## config.mk

```make
export PLATFORM = sky130hd
export DESIGN_NAME = alu32_seq_ctrl
export DESIGN_NICKNAME = d
export VERILOG_FILES = /design/src/rtl/alu32_seq_ctrl.sv
export SDC_FILE = /design/constraint.sdc
export NUM_CORES = 1
export LEC_CHECK = 0
export ABC_AREA = 1
export CORE_MARGIN = 8
export CORE_UTILIZATION = 44
export CTS_CLUSTER_SIZE = 16
export DETAILED_ROUTE_END_ITERATION = 12
export GPL_ROUTABILITY_DRIVEN = 0
export PLACE_DENSITY = 0.82
export SETUP_SLACK_MARGIN = 0.2
export SLEW_MARGIN = 5
export SYNTH_ARGS = -nofsm -noshare
export SYNTH_HDL_FRONTEND = slang
export SYNTH_SLANG_ARGS = --single-unit
```

## constraint.sdc

```tcl
create_clock -name clk -period 1.55 [get_ports clk]
set_input_delay 0.2325 -clock clk [delete_from_list [all_inputs] [get_ports clk]]
set_output_delay 0.2325 -clock clk [all_outputs]
set_load 0.03 [all_outputs]
```

## src/rtl/alu32_seq_ctrl.sv

```systemverilog
`timescale 1ns/1ps
// Purpose : 32-bit add/sub/and/or/unsigned-compare sequenced as two passes over the shared 16-bit ALU.
// Latency : rsp_valid rises 2*ALU_LAT cycles after the accept edge (illegal opcode: 1 cycle).
// Backpres: req_ready is high only in IDLE; the response is held stable in DONE until rsp_ready.
//
// Ports:
//   clk, rst_n                     clock, async active-low reset
//   req_valid/req_ready/req_op/req_a/req_b   request handshake, opcode (0 add,1 sub,2 and,3 or,4 cmp), operands
//   rsp_valid/rsp_ready            response handshake
//   rsp_result/cout/zero/lt/eq/gt/err/ovf    merged 32-bit result and flags
//   alu_x/alu_y/alu_cin/alu_opcod  drive to the shared 16-bit ALU
//   alu_out/alu_cout/alu_lt/alu_eq/alu_gt    results back from the ALU
//
// Optional feature macro: ALU32_SEQ_OVF_EN builds the signed-overflow flag for add/sub;
// without it rsp_ovf is tied 0.
module alu32_seq_ctrl #(
  parameter int ALU_LAT = 1  // cycles ALU inputs are held per half, legal 1..4
) (
  input  logic        clk,
  input  logic        rst_n,
  input  logic        req_valid,
  output logic        req_ready,
  input  logic [2:0]  req_op,
  input  logic [31:0] req_a,
  input  logic [31:0] req_b,
  output logic        rsp_valid,
  input  logic        rsp_ready,
  output logic [31:0] rsp_result,
  output logic        rsp_cout,
  output logic        rsp_zero,
  output logic        rsp_lt,
  output logic        rsp_eq,
  output logic        rsp_gt,
  output logic        rsp_err,
  output logic        rsp_ovf,
  output logic [15:0] alu_x,
  output logic [15:0] alu_y,
  output logic        alu_cin,
  output logic [2:0]  alu_opcod,
  input  logic [15:0] alu_out,
  input  logic        alu_cout,
  input  logic        alu_lt,
  input  logic        alu_eq,
  input  logic        alu_gt
);

  localparam logic [2:0] OP_ADD  = 3'd0;
  localparam logic [2:0] OP_SUB  = 3'd1;
  localparam logic [2:0] OP_AND  = 3'd2;
  localparam logic [2:0] OP_OR   = 3'd3;
  localparam logic [2:0] OP_CMP  = 3'd4;

  localparam logic [2:0] ALU_ADD = 3'd0;
  localparam logic [2:0] ALU_SUB = 3'd1;
  localparam logic [2:0] ALU_AND = 3'd2;
  localparam logic [2:0] ALU_OR  = 3'd3;

  localparam logic [1:0] LAT_M1  = 2'(ALU_LAT - 1);

  typedef enum logic [1:0] {S_IDLE, S_LO, S_HI, S_DONE} state_t;

  state_t      state_q;
  logic [1:0]  wait_q;
  logic [2:0]  op_q;
  logic [15:0] a_hi_q;
  logic [15:0] b_hi_q;
  logic [15:0] lo_res_q;
  logic        lo_lt_q, lo_eq_q, lo_gt_q;

  logic        req_ready_q;
  logic        rsp_valid_q;
  logic [31:0] rsp_result_q;
  logic        rsp_cout_q, rsp_zero_q, rsp_lt_q, rsp_eq_q, rsp_gt_q, rsp_err_q;
  logic [15:0] alu_x_q, alu_y_q;
  logic        alu_cin_q;
  logic [2:0]  alu_opcod_q;

  // Low-pass ALU opcode for a freshly accepted request.
  function automatic logic [2:0] lo_opcod(input logic [2:0] op);
    case (op)
      OP_SUB, OP_CMP: lo_opcod = ALU_SUB;
      OP_AND:         lo_opcod = ALU_AND;
      OP_OR:          lo_opcod = ALU_OR;
      default:        lo_opcod = ALU_ADD;
    endcase
  endfunction

  logic        is_subcmp_d;
  logic        is_logic_d;
  logic        wait_last_d;
  logic [15:0] hi_y_d;
  logic [2:0]  hi_opcod_d;
  logic [31:0] res_d;
  logic        hi_lt_d, hi_eq_d, hi_gt_d;

  assign is_subcmp_d = (op_q == OP_SUB) || (op_q == OP_CMP);
  assign is_logic_d  = (op_q == OP_AND) || (op_q == OP_OR);
  assign wait_last_d = (wait_q == LAT_M1);
  // The high half of a subtract is an add of ~B with the chained carry, since the ALU's
  // own subtract forces cin=1 and would lose the borrow from the low half.
  assign hi_y_d      = is_subcmp_d ? ~b_hi_q : b_hi_q;
  assign hi_opcod_d  = is_logic_d ? alu_opcod_q : ALU_ADD;
  assign res_d       = {alu_out, lo_res_q};
  // The ALU comparator sees ~B in the high pass of sub/cmp, so the upper-half compare is local.
  assign hi_lt_d     = a_hi_q <  b_hi_q;
  assign hi_eq_d     = a_hi_q == b_hi_q;
  assign hi_gt_d     = a_hi_q >  b_hi_q;

`ifdef ALU32_SEQ_OVF_EN
  logic rsp_ovf_q;
  logic b_eff31_d;
  logic ovf_d;
  assign b_eff31_d = (op_q == OP_ADD) ? b_hi_q[15] : ~b_hi_q[15];
  assign ovf_d     = ((op_q == OP_ADD) || (op_q == OP_SUB)) &&
                     (a_hi_q[15] == b_eff31_d) && (alu_out[15] != a_hi_q[15]);
`endif

  always_ff @(posedge clk or negedge rst_n) begin
    if (!rst_n) begin
      state_q      <= S_IDLE;
      wait_q       <= 2'd0;
      op_q         <= 3'd0;
      a_hi_q       <= 16'd0;
      b_hi_q       <= 16'd0;
      lo_res_q     <= 16'd0;
      lo_lt_q      <= 1'b0;
      lo_eq_q      <= 1'b0;
      lo_gt_q      <= 1'b0;
      req_ready_q  <= 1'b1;
      rsp_valid_q  <= 1'b0;
      rsp_result_q <= 32'd0;
      rsp_cout_q   <= 1'b0;
      rsp_zero_q   <= 1'b0;
      rsp_lt_q     <= 1'b0;
      rsp_eq_q     <= 1'b0;
      rsp_gt_q     <= 1'b0;
      rsp_err_q    <= 1'b0;
`ifdef ALU32_SEQ_OVF_EN
      rsp_ovf_q    <= 1'b0;
`endif
      alu_x_q      <= 16'd0;
      alu_y_q      <= 16'd0;
      alu_cin_q    <= 1'b0;
      alu_opcod_q  <= 3'd0;
    end else begin
      case (state_q)
        S_IDLE: begin
          if (req_valid) begin
            op_q        <= req_op;
            a_hi_q      <= req_a[31:16];
            b_hi_q      <= req_b[31:16];
            wait_q      <= 2'd0;
            req_ready_q <= 1'b0;
            if (req_op > OP_CMP) begin
              state_q      <= S_DONE;
              rsp_result_q <= 32'd0;
              rsp_cout_q   <= 1'b0;
              rsp_zero_q   <= 1'b0;
              rsp_lt_q     <= 1'b0;
              rsp_eq_q     <= 1'b0;
              rsp_gt_q     <= 1'b0;
              rsp_err_q    <= 1'b1;
`ifdef ALU32_SEQ_OVF_EN
              rsp_ovf_q    <= 1'b0;
`endif
            end else begin
              state_q     <= S_LO;
              alu_x_q     <= req_a[15:0];
              alu_y_q     <= req_b[15:0];
              alu_cin_q   <= 1'b0;
              alu_opcod_q <= lo_opcod(req_op);
            end
          end
        end
        S_LO: begin
          if (wait_last_d) begin
            lo_res_q    <= alu_out;
            lo_lt_q     <= alu_lt;
            lo_eq_q     <= alu_eq;
            lo_gt_q     <= alu_gt;
            alu_x_q     <= a_hi_q;
            alu_y_q     <= hi_y_d;
            alu_cin_q   <= alu_cout;  // low-half carry chained straight into the high pass
            alu_opcod_q <= hi_opcod_d;
            wait_q      <= 2'd0;
            state_q     <= S_HI;
          end else begin
            wait_q <= wait_q + 2'd1;
          end
        end
        S_HI: begin
          if (wait_last_d) begin
            rsp_result_q <= res_d;
            rsp_cout_q   <= alu_cout;
            rsp_zero_q   <= (res_d == 32'd0);
            rsp_err_q    <= 1'b0;
            if (hi_eq_d) begin
              rsp_lt_q <= lo_lt_q;
              rsp_eq_q <= lo_eq_q;
              rsp_gt_q <= lo_gt_q;
            end else begin
              rsp_lt_q <= hi_lt_d;
              rsp_eq_q <= 1'b0;
              rsp_gt_q <= hi_gt_d;
            end
`ifdef ALU32_SEQ_OVF_EN
            rsp_ovf_q    <= ovf_d;
`endif
            rsp_valid_q  <= 1'b1;
            wait_q       <= 2'd0;
            state_q      <= S_DONE;
          end else begin
            wait_q <= wait_q + 2'd1;
          end
        end
        S_DONE: begin
          // An illegal opcode enters DONE with rsp_valid low and raises it one cycle later.
          if (!rsp_valid_q) begin
            rsp_valid_q <= 1'b1;
          end else if (rsp_ready) begin
            rsp_valid_q <= 1'b0;
            req_ready_q <= 1'b1;
            state_q     <= S_IDLE;
          end
        end
        default: state_q <= S_IDLE;
      endcase
    end
  end

  assign req_ready  = req_ready_q;
  assign rsp_valid  = rsp_valid_q;
  assign rsp_result = rsp_result_q;
  assign rsp_cout   = rsp_cout_q;
  assign rsp_zero   = rsp_zero_q;
  assign rsp_lt     = rsp_lt_q;
  assign rsp_eq     = rsp_eq_q;
  assign rsp_gt     = rsp_gt_q;
  assign rsp_err    = rsp_err_q;
`ifdef ALU32_SEQ_OVF_EN
  assign rsp_ovf    = rsp_ovf_q;
`else
  assign rsp_ovf    = 1'b0;
`endif
  assign alu_x      = alu_x_q;
  assign alu_y      = alu_y_q;
  assign alu_cin    = alu_cin_q;
  assign alu_opcod  = alu_opcod_q;

endmodule

```

======== Word level (Yosys, flattened, before mapping) ========
Cells that the tools add are included.
word-level totals
  output and inout bits ................... 77
  word-level logic and storage cells ...... 127
  bits of input ports ..................... 91
  register bits ........................... 134
cells by class
  bitwise gates (word level) .............. 1
  reductions and logical operators ........ 21
  add/sub/neg operators ................... 1
  equality and inequality tests ........... 20
  order comparisons ....................... 3
  multiplexer cells ....................... 59
operators with widths
  kind                number
  $mux 16             7
  $mux 32             3
  $pmux 16 s2         2
  $pmux 32 s2         1
  $logic_not 32->1    1
  $mux 1              21
  $pmux 1 s2          9
  $eq 16x16->1        1
  $gt 16x16->1        1
  $lt 16x16->1        1
  $mux 2              8
  $ne 2x2->1 const B  8
  $not 16->16         1
  $eq 3x2->1 const B  4
  $mux 3              4
  $reduce_and 4->1    3
  $reduce_and 5->1    2
  $reduce_bool 2->1   5
  $pmux 2 s4          1
  $reduce_and 2->1    4
  $eq 3x1->1 const B  2
  $eq 3x3->1 const B  2
  $pmux 2 s3          1
  $pmux 3 s2          1
  other kinds (8)     12

======== Logic depth before layout (Yosys ltp) ========
Gate-level depths: netlist of run 1.
  word-level depth ........................ 6
  gate-level depth with buffers ........... 14

======== Worst setup path before layout of run 1 ========
OpenSTA, ideal clock, no wires.
  kind .................................... reg2reg
  start point ............................. reg state_q[0]
  end point ............................... reg rsp_result_q[10], in the netlist rsp_result[10]
  stages on the path, launching flop included .. 12
  period minus slack after synthesis ...... 1.615 ns
  path slack .............................. -0.065 ns
  arrival time ............................ 1.494 ns
  required time ........................... 1.429 ns
  library setup time ...................... 0.121 ns
  cells stage by stage .................... dfrtp_1 > inv_1 > ha_1 > buf_6 > nand2_4 > nand2_1 > inv_2 > nand2_4 > nor2_4 > inv_4 > buf_6 > a22o_1
on the way
  longest elaborated chain between the ends .. 3
  elaborated cells between the ends (all ways) .. 8
ends and longest elaborated chain
  what                                                                     line  text
  from (decl)                                                              62    state_t state_q;
  from (signal assigned)                                                   120   state_q <= S_IDLE;
  from (signal assigned)                                                   155   state_q <= S_DONE;
  from (signal assigned)                                                   167   state_q <= S_LO;
  $eq 2x2->1 / $logic_not 2->1 (equally long branches)                     146   case (state_q)
  $ne 2x2->1 (no source line) / $reduce_bool 2->1 (equally long branches)  -
  $reduce_and 4->1 (no source line)                                        -
  to (signal assigned)                                                     193   rsp_result_q <= res_d;
  to (decl)                                                                72    logic [31:0] rsp_result_q;
Several ways; a longest one is shown, not always the timed one.
A chain may end at the register's enable or synchronous reset.

======== Worst setup path in the final report of run 1 ========
  start point ............................. reg state_q[0]
  end point ............................... reg alu_y_q[12], in the netlist alu_y[12]
on the way
  longest elaborated chain between the ends .. 3
  elaborated cells between the ends (all ways) .. 8
ends and longest elaborated chain
  what                                                                     line  text
  $eq 2x1->1 / $logic_not 2->1 (equally long branches)                     146
  $ne 2x2->1 (no source line) / $reduce_bool 2->1 (equally long branches)  -
  $reduce_and 4->1 (no source line)                                        -
  to (signal assigned)                                                     169   alu_y_q <= req_b[15:0];
  to (signal assigned)                                                     182   alu_y_q <= hi_y_d;
  to (decl)                                                                74    logic [15:0] alu_x_q, alu_y_q;
Several ways; a longest one is shown, not always the timed one.

==> out/results.txt, run 1 <==
In this run the critical register-to-register path is captured at alu_y[12]. Clock-pin slew was measured on the worst setup and hold paths at 60 ps. The total number of H-tree levels is 4. For this run, the leading register cell type out of synthesis is dfrtp_1.

The run gives 0 as the number of max-slew violations in the final report. The count of mapped cells out of synthesis is 652. Measured along the x axis, the die boundary spans 135.7 um.

The initial cell density of the core was 45.25%. TritonCTS built the clock tree. The total number of vias was 5890. Via count of the first global-routing pass: 5942. In this run the critical register-to-register path is launched from state_q[0].

The first global-routing pass estimated 30420 um of wire. Setup slack on the worst reg-to-reg path comes out at -190 ps. The number of antenna violations at the first check in global routing is 1, and the area fraction of the dominant cell type after synthesis is 52.39%.

The first-pass iteration count of the detailed router is 7, and the total half-perimeter wirelength after legalization and detailed placement is 13320 um. TritonCTS created 17 clock buffers. The synthesized design contains 133 register bits. Setup repair after global routing could not meet its margin everywhere. For this run, design rule violations remaining after detail routing come to 0.

The part of the cycle the worst path needs is 112.2%. Data on the critical path arrives at its endpoint at 2040 ps. The proportion of synthesized flip-flops having asynchronous set or reset is 100.0%, and the antenna violation net count after detailed routing is 0. The master cell of the clock root buffer is clkbuf_16. In this run the deepest clock path goes through 2 buffers. The run gives 99 as the total setup violations reported at the end of the flow. The number of warning messages in the yosys log was 0; the number of buffer cells added on primary ports was 165. The die covers 18420 um2. In the final routed layout, each cell accounts on average for 19.99 um. The clock latency on the worst-skew pair was 430 ps.

The critical path goes through inv_4, ha_4, buf_4, nand2_2, nand2_4, inv_6, buf_12, nor2_1, a21oi_2. The worst setup path is of the flop to flop kind. The floorplan step defined a core boundary enclosing 13930 um2. Overall power consumption after layout is estimated at 0.02466 W. Power spread over the standard cell area amounts to 2490 nW/um2.

168 I/O pins were placed. The final layout contains 1026 nets. The cell with the largest stage delay on the worst path is dfrtp_2.

On the final layout, the worst clock skew is 15.92 ps. After synthesis, flip-flops and latches occupy 52.81% of the total area. The pin count of the biggest net entering global routing is 40. Yosys attributes the largest share of cell area to dfrtp_1, nand2_1, ha_1. The cell count of the worst reg-to-reg path came out at 9.

The worst setup path is launched from a flop. The die height is 135.7 um. The number of enable flip-flop cells after synthesis works out to 0. Summed over all layers, the global routing overflow is 0. The mapped netlist covers 6305 um2. The type of destination of the critical path was a flop. For this design the static power due to leakage is 4.727 nW. The most used standard cell by instance count after synthesis was dfrtp_1. After filler insertion, the fill cell instance count of the layout stands at 948.

Sorting the synthesized cells by how often they occur yields dfrtp_1, nand2_1, nor2_1. For the worst ir drop on vdd, the log shows 0.001547 V. Max-cap violations in this run came to 0. The total number of placement rows is 43, and the share of layout cells above drive strength 1 is 38.98%.

Timing would allow up to 574.9 MHz. Subtracting the final worst setup slack from the clock period gives 1739 ps. The logs give 133 for the count of clock tree sinks and 253.3 ps for the final hold slack.

Required time of the critical path: 1850 ps. The library cell with the largest summed area after synthesis was dfrtp_1. The run gives -189.3 ps as the least setup slack across all paths after layout.

Counting distinct cell types in the post-synthesis netlist gives 40. Global routing consumed, over all layers together, 21.41% of the routing resources. A synthesized cell averages 9.670 um2. The ratio of routed vias to standard cells is 5.321, and the peak per-stage delay on the critical path is 460 ps. The total routed wirelength came out at 22130 um. The tightest min-delay check is of the input port to async pin type. The highest fanout seen on the critical path came out at 9.

Relative to the synthesized area, the layout overhead comes to 57.09%. The checks that failed: setup timing. Summed over all failing endpoints, the final setup total negative slack is -9797 ps. For the number of hold violations in the final report, the log shows 0. The run finished, with violations left. The first routing iteration left 400 violations.
[how the worst max path moves through the flow]
stage / startpoint / endpoint / slack [ps] / cells after the start
6_report: state_q[0] / alu_y[12] / -190 / 9
5_1_grt: state_q[0] / alu_x[14] / -260 / 10
4_1_cts: state_q[1] / rsp_gt / -90 / 12
3_5_place_dp: req_op[0] / rsp_gt / -190 / 10
3_3_place_gp: req_op[0] / rsp_gt / -170 / 10
2_1_floorplan: state_q[0] / rsp_result[10] / -20 / 11
[placed cells by master, fill, tap and decap left out, types with 3 or more instances in the layout]
master | synthesis | final
dfrtp_1 | 132 | 131
nand2_1 | 130 | 105
clkdlybuf4s50_1 | 0 | 89
buf_4 | 5 | 73
buf_2 | 14 | 67
inv_1 | 59 | 52
nor2_1 | 66 | 51
a21oi_1 | 38 | 34
clkbuf_16 | 0 | 26
a21oi_2 | 19 | 23
o21ai_2 | 0 | 22
o21ai_1 | 11 | 17
a22o_1 | 17 | 17
ha_1 | 22 | 17
nand2_4 | 2 | 16
a31oi_1 | 16 | 16
buf_12 | 1 | 16
mux2_2 | 18 | 14
nor2_2 | 1 | 13
nand2_2 | 1 | 10
xor2_2 | 10 | 10
o21ai_0 | 37 | 8
inv_2 | 3 | 7
nand3_1 | 9 | 7
inv_6 | 0 | 7
clkdlybuf4s15_2 | 0 | 7
xor2_1 | 6 | 6
clkinvlp_4 | 0 | 6
buf_6 | 5 | 6
nor2_4 | 2 | 5
ha_4 | 0 | 5
mux2_4 | 0 | 4
clkinv_4 | 0 | 4
nor4_1 | 4 | 4
nand2_8 | 0 | 3
nand4_1 | 3 | 3
[state kept, by name, summed over array words and instances, names as in the netlist, 2 cells and up]
| signal | count |
|---|---|
| alu_y | 16 |
| state_q | 2 |
| wait_q | 2 |
| rsp_result | 32 |
| a_hi_q | 16 |
| lo_res_q | 16 |
| alu_opcod | 2 |
| b_hi_q | 16 |
| op_q | 3 |
| alu_x | 16 |
[routing by layer]
layer  vias up  part of all wire (%)  track usage [%]
li1       2673                     -                -
met2       254                    49            33.92
met5         -                     0                0
met1      2901                    40            25.08
met3        62                   6.8            6.083
met4         0                   4.6            13.70
[layout make-up]
type                            instances  area [um2]  share of cell area (%)
Sequential cell                       133        3331                   33.63
Inverter                               63       261.5                   2.640
Tap cell                              180       225.2                   2.274
Timing Repair inverter                  4       38.79                  0.3916
Clock inverter                         15       147.6                   1.491
Multi-Input combinational cell        425        2969                   29.98
Timing Repair Buffer                  269        2504                   25.28
Clock buffer                           17       425.4                   4.295
Antenna cell                            1       2.502                 0.02527
[worst max-delay path, delay by kind of cell, from the launching register on]
kind	cells	cell delay, ps
buffers and inverters	4	490
adder cells (fa/ha/maj)	1	180
AND/OR/NAND/NOR	3	400
AO/OA/AOI/OAI	1	60
flip-flops	1	460
[per-stage QoR]
| step | setup WS, ps | area (um2) | cells | utilization (%) |
|---|---|---|---|---|
| 2_1_floorplan | -23.24 | 6407 | 653 | - |
| 3_3_place_gp | -174.8 | 8617 | 1031 | 61.84 |
| 3_5_place_dp | -192.0 | 8617 | 1031 | 61.84 |
| 4_1_cts | -94.42 | 9425 | 1077 | 67.64 |
| 5_1_grt | -262.5 | 9905 | 1107 | 71.08 |
| 6_report | -189.3 | 9905 | 1107 | 71.08 |
[report_power, final]
| group | internal (W) | switching, W | total (W) |
|---|---|---|---|
| combinational | 0.00627 | 0.00833 | 0.0146 |
| sequential | 0.00510 | 0.00107 | 0.00616 |
| clock | 0.00224 | 0.00167 | 0.00390 |
| total | 0.0136 | 0.0111 | 0.0247 |
[timing repair]
item / 4_1_cts / 5_1_grt
gates cloned: 3 / 13
hold endpoints to repair: 66 / 0
setup buffers: 10 / 16
setup endpoints to repair: 206 / 175
pin swaps: 12 / 15
gates resized for setup: 325 / 194
hold buffers: 1 / 0
[cells by family after synthesis]
family	share of synthesized area [%]
muxes	3.215
other	0.05948
AOI/OAI and AO/OA	14.57
DFF	52.81
buffers and inverters	7.244
and+or+nand+nor	14.33
xor gates and xnor gates	3.413
adders and majority gates	4.366
Power figures use the tool's default switching activity.
==> run 2: changes to the inputs <==
--- a/config.mk
+++ b/config.mk
@@ -12,6 +12,7 @@
 export DETAILED_ROUTE_END_ITERATION = 12
 export GPL_ROUTABILITY_DRIVEN = 0
 export PLACE_DENSITY = 0.82
+export RECOVER_POWER = 50
 export SETUP_SLACK_MARGIN = 0.2
 export SLEW_MARGIN = 5
 export SYNTH_ARGS = -nofsm -noshare
==> out/results.txt, run 2 (synthesis gave the netlist of run 1 again) <==
The run finished, with violations left. The final reports fail on setup timing. The number of violations of the max-capacitance limit was 0. The number of max-slew violations in the final report was 0. The library cell used most frequently in the layout, excluding fill and tap cells, is dfrtp_1.

The tools report the master cell of the clock root buffer as clkbuf_16. In the final timing run, aggregate negative setup slack is -9812 ps. The total routed wirelength was 22090 um; the net total in the final layout was 1026. The total overflow left after global routing is 0. TritonCTS built the clock tree. The count of clock tree sinks is 133. STA classifies the critical path endpoint as a flop. The DRC marker count from the first detailed-route iteration was 379.

By startpoint and endpoint, the worst setup path is classified as flop to flop. Using the TritonRoute via totals, the vias-per-cell ratio works out to 5.321. The clock latency on the worst-skew pair was 440 ps. After layout, the design draws a total of 0.02462 W.

Least setup slack across all paths after layout: -192.7 ps. In the global route stage, overall resource usage came out at 21.41%. After routing the design area is 9874 um2.

The highest fanout seen on the critical path was 5; the first-pass iteration count of the detailed router was 5. The number of fillers in the final layout was 956. For this block, the via count after detailed routing is 5890. The total number of placement rows was 43; the area enclosed by the die boundary was 18420 um2. In the final layout, the share of cells above drive strength 1 is 38.98%. Hold timing on the final database bottoms out at a slack of 372.7 ps. The required time of the critical path was 1860 ps.

The initial cell density of the core is 45.25%, and the chip width is 135.7 um. The worst-case IR drop observed on VDD is 0.001546 V. The final routed wire length divided by cell count works out to 19.95 um. The number of buffer cells added on primary ports came out at 165. The reg-to-reg startpoint is state_q[0]. The tools report the wire length of the first global-routing pass as 30420 um. For the remaining routing DRC violations, the log shows 0. The final critical delay including setup and external delays came out at 1743 ps. For the number of antenna violations at the first check in global routing, the log shows 1.

The static power due to leakage came out at 4.716 nW. Critical path launch point: state_q[0]. The total setup violations reported at the end of the flow was 99; the post-route clock skew was 16.54 ps. The floorplan step defined a core boundary enclosing 13930 um2.

At the pin with the least slew margin, the transition time is 759.5 ps. Dividing total power by cell area gives a power density of 2493 nW/um2. The number of ports placed on the die boundary is 168. Of the available clock period, the critical path in the final layout requires 112.4%.

The area after detailed placement is 8617 um2. The logs give 0 for the number of hold violations in the final report and 573.8 MHz for the fmax. The pin count of the biggest net entering global routing is 40. For the via count of the first global-routing pass, the log shows 5942. Setup repair after global routing could not meet its margin everywhere. Counting the buffers created by CTS gives 17. After clock tree synthesis, the clock-pin slew on the worst setup and hold paths is 60 ps. The relative slew slack was 49.36%. The clock passes through at most 2 buffers. In this run the most critical hold path is launched from req_a[5]. The final core utilization was 70.86%. The logs give 2050 ps for the arrival time at the worst endpoint and 4 for the total number of H-tree levels. In the layout the commonest cells are dfrtp_1, nand2_1, clkdlybuf4s50_1, buf_4, buf_2.

The tightest min-delay check is of the input port to flop type. Summed over all nets, the half-perimeter wirelength after detailed placement is 13320 um. STA classifies the critical path startpoint as a flop.

The flip-flop count of the largest register after layout was 32; the synthesis-to-finish area growth was 56.62%. Die height: 135.7 um. The tools report the antenna violation net count after detailed routing as 0.
run 2: area by class of cell:
cell class / instances / area, um2 / share of cell area (%)
tap: 180 / 225.2 / 2.281
timing repair buffer: 269 / 2474 / 25.05
antenna: 1 / 2.502 / 0.02534
clock buffer: 17 / 425.4 / 4.308
timing repair inverter: 4 / 38.79 / 0.3928
clock inverter: 15 / 147.6 / 1.495
inverter: 63 / 261.5 / 2.648
sequential: 133 / 3331 / 33.73
multi-input combinational: 425 / 2969 / 30.07
run 2: critical path, cell delays in order, from the launching register on:
cell     delay, ps
dfrtp_2        460
inv_4          110
ha_4           180
buf_4          160
nand2_2         80
nand2_4        180
inv_6           80
buf_4          150
nor2_1         140
a31oi_1         70
run 2: path summary, 6_finish.rpt:
kind,to,slack (ps),cells past startpoint
setup / recovery,alu_x[13],-190,9
hold / removal,alu_x[5],370,3
setup reg to reg,alu_x[13],-190,9
hold reg to reg,rsp_result[16],480,2
max in group asynchronous,req_ready,180,3
min in group asynchronous,rsp_result[20],410,2
run 2: metal layers:
| metal | global-route usage (%) | wire [um] |
|---|---|---|
| met5 | 0 | 0 |
| met2 | 33.92 | 10840 |
| met1 | 25.08 | 8683 |
| met4 | 13.70 | 992 |
| met3 | 6.083 | 1568 |
run 2: per-stage QoR:
| step | instances | setup WS, ps |
|---|---|---|
| finish | 1107 | -192.7 |
| global route | 1107 | -262.5 |
| CTS | 1077 | -94.42 |
| detailed placement | 1031 | -192.0 |
| global placement | 1031 | -174.8 |
| floorplan | 653 | -23.24 |
run 2: what timing repair did:
| action | 4_1_cts | 5_1_grt |
|---|---|---|
| setup endpoints to repair | 206 | 175 |
| gates cloned | 3 | 13 |
| pin swaps | 12 | 15 |
| gates resized for setup | 325 | 194 |
| buffers inserted | 10 | 16 |
| hold endpoints to repair | 66 | 0 |
| hold buffers | 1 | 0 |
run 2: where the power goes:
group | internal, W | leakage (nW) | switching (W)
clock network | 0.00224 | 0.261 | 0.00167
logic | 0.00625 | 2.86 | 0.00830
registers | 0.00510 | 1.59 | 0.00107
total | 0.0136 | 4.72 | 0.0110
==> variant (flow settings as in run 2) <==
Add a define of `ALU32_SEQ_OVF_EN`.
--- a/src/rtl/alu32_seq_ctrl.sv
+++ b/src/rtl/alu32_seq_ctrl.sv
@@ -14,4 +14,6 @@
 // Optional feature macro: ALU32_SEQ_OVF_EN builds the signed-overflow flag for add/sub;
 // without it rsp_ovf is tied 0.
+`define ALU32_SEQ_OVF_EN
+
 module alu32_seq_ctrl #(
   parameter int ALU_LAT = 1  // cycles ALU inputs are held per half, legal 1..4
Check against the original RTL: not equivalent (a bounded check fails within 4 cycles, from zero or initial values and one cycle with rst_n low).
==> variant against run 2 <==
The flow still finishes with violations (setup timing). Power rose by 10%. Final area grew 8.4%. Sequential cell count increased by 1. Die area up 1.3%. Worst hold slack worse by 0.0031 ns. Synthesized area increased by 1.5%. Routed wire length up 27%. Worst setup slack got worse by 0.095 ns.
==> variant: results (changes against run 2) <==
run status complete, but fails checks; violated checks setup timing; r2r setup slk -0.29 ns (-0.09 ns); Worst-Margin Slew 1.20 ns (+0.441 ns); fraction of final layout cells with drive strength greater than 1 44.4% (+5.4 points); sequential area share after synthesis 52.4% (-0.39 points); cell internal pwr 14.7 mW (+7.9%); area of the multi-input gates 3380 sq um (+14%); Clock power frac 13.6% (-2.3 points); worst-case reg-to-reg path depth 11 (+2); setup_tns -19.89 ns (-10.08 ns); cells taking the most area after synthesis sky130_fd_sc_hd__dfrtp_1 (52%), sky130_fd_sc_hd__nand2_1 (8.1%), sky130_fd_sc_hd__ha_1 (4.3%); Signal buf overhead 27.1% (+2.0 points); Peak supply drop 1.45 mV (-6.4%); Max Fanout on Critical Path 7 (+2); WL/cell 24.0 um (+20%); nonclk buf count 292 (+8.6%); half-perimeter wire length after detailed placement 13800 um (+3.6%); Global Route Usage Sum 24.7% (+3.3 points); # resized after CTS 430 (+32%); reg-to-reg startpoint state_q[1]; Final Worst Setup Slack -0.288 ns (-0.0950 ns); list of most frequent post-synthesis cells sky130_fd_sc_hd__nand2_1 (138), sky130_fd_sc_hd__dfrtp_1 (133), sky130_fd_sc_hd__inv_1 (73); Setup violations, final 126 (+27%); I/O Buffers 166 (+0.61%); total number of multi-input combinational cells 451 (+6.1%); maximum clock skew at final layout 0.0138 ns (-0.00279 ns); clk tree area frac 4.89% (-0.92 points); via count of the first global-routing pass 6514 (+9.6%); capture point of the worst reg-to-reg path alu_x[4]; Setup Buffers After CTS 14 (+4); number of register bits inferred by synthesis 134 (+0.75%); wire length of the first global-routing pass 35100 um (+15%); average via count per standard cell 5.80 (+8.9%); Static Leak 5.05 nW (+7.0%)
-- variant: through the flow --
| step | util, % | power (mW) | cell area, sq um | setup WS [ns] | hold slack (ns) |
|---|---|---|---|---|---|
| final | 74.5 | 27.1 | 10700 | -0.288 | 0.370 |
| after global routing | 74.5 | 28.2 | 10700 | -0.347 | 0.388 |
| after CTS | 71.3 | 24.1 | 10200 | -0.0734 | 0.312 |
| after detailed placement | 61.6 | 18.2 | 8850 | -0.239 | 0.189 |
| after global placement | 61.6 | 17.8 | 8850 | -0.154 | 0.191 |
| after floorplan | - | 13.4 | 6450 | -0.0471 | -0.0631 |
-- variant: how the worst max path moves through the flow --
stage                     startpoint  endpoint  slack [ns]  cells after the start
after detailed placement   req_op[0]  alu_x[4]       -0.24                      9
after global placement     req_valid  alu_x[3]       -0.15                     10
after global routing      state_q[1]  alu_x[4]       -0.35                     11
after CTS                 state_q[0]  alu_y[9]       -0.07                      9
after floorplan           state_q[0]    rsp_eq       -0.05                     13
final                     state_q[1]  alu_x[4]       -0.29                     11
-- variant: kinds of logic (layout without fill, tap and decap cells) --
| kind of cell | Yosys count | in the layout | share of synthesized area, % |
|---|---|---|---|
| AO/OA/AOI/OAI | 150 | 150 | 14.0 |
| XOR/XNOR | 17 | 17 | 2.33 |
| adder cells (fa/ha/maj) | 22 | 22 | 4.30 |
| buffers and inverters | 111 | 401 | 8.02 |
| flip-flops | 134 | 134 | 52.4 |
| multiplexers | 16 | 16 | 2.82 |
| other | 1 | 2 | 0.0586 |
| AND/OR/NAND/NOR | 245 | 245 | 16.1 |
-- variant: layer usage --
layer  vias up  share of wire (%)  global-route usage (%)
li1       2817                  -                       -
met1      3329                 36                    27.9
met2       472                 49                    41.6
met3       169                7.5                    6.98
met4         0                6.8                    13.4
met5         -                  0                       0
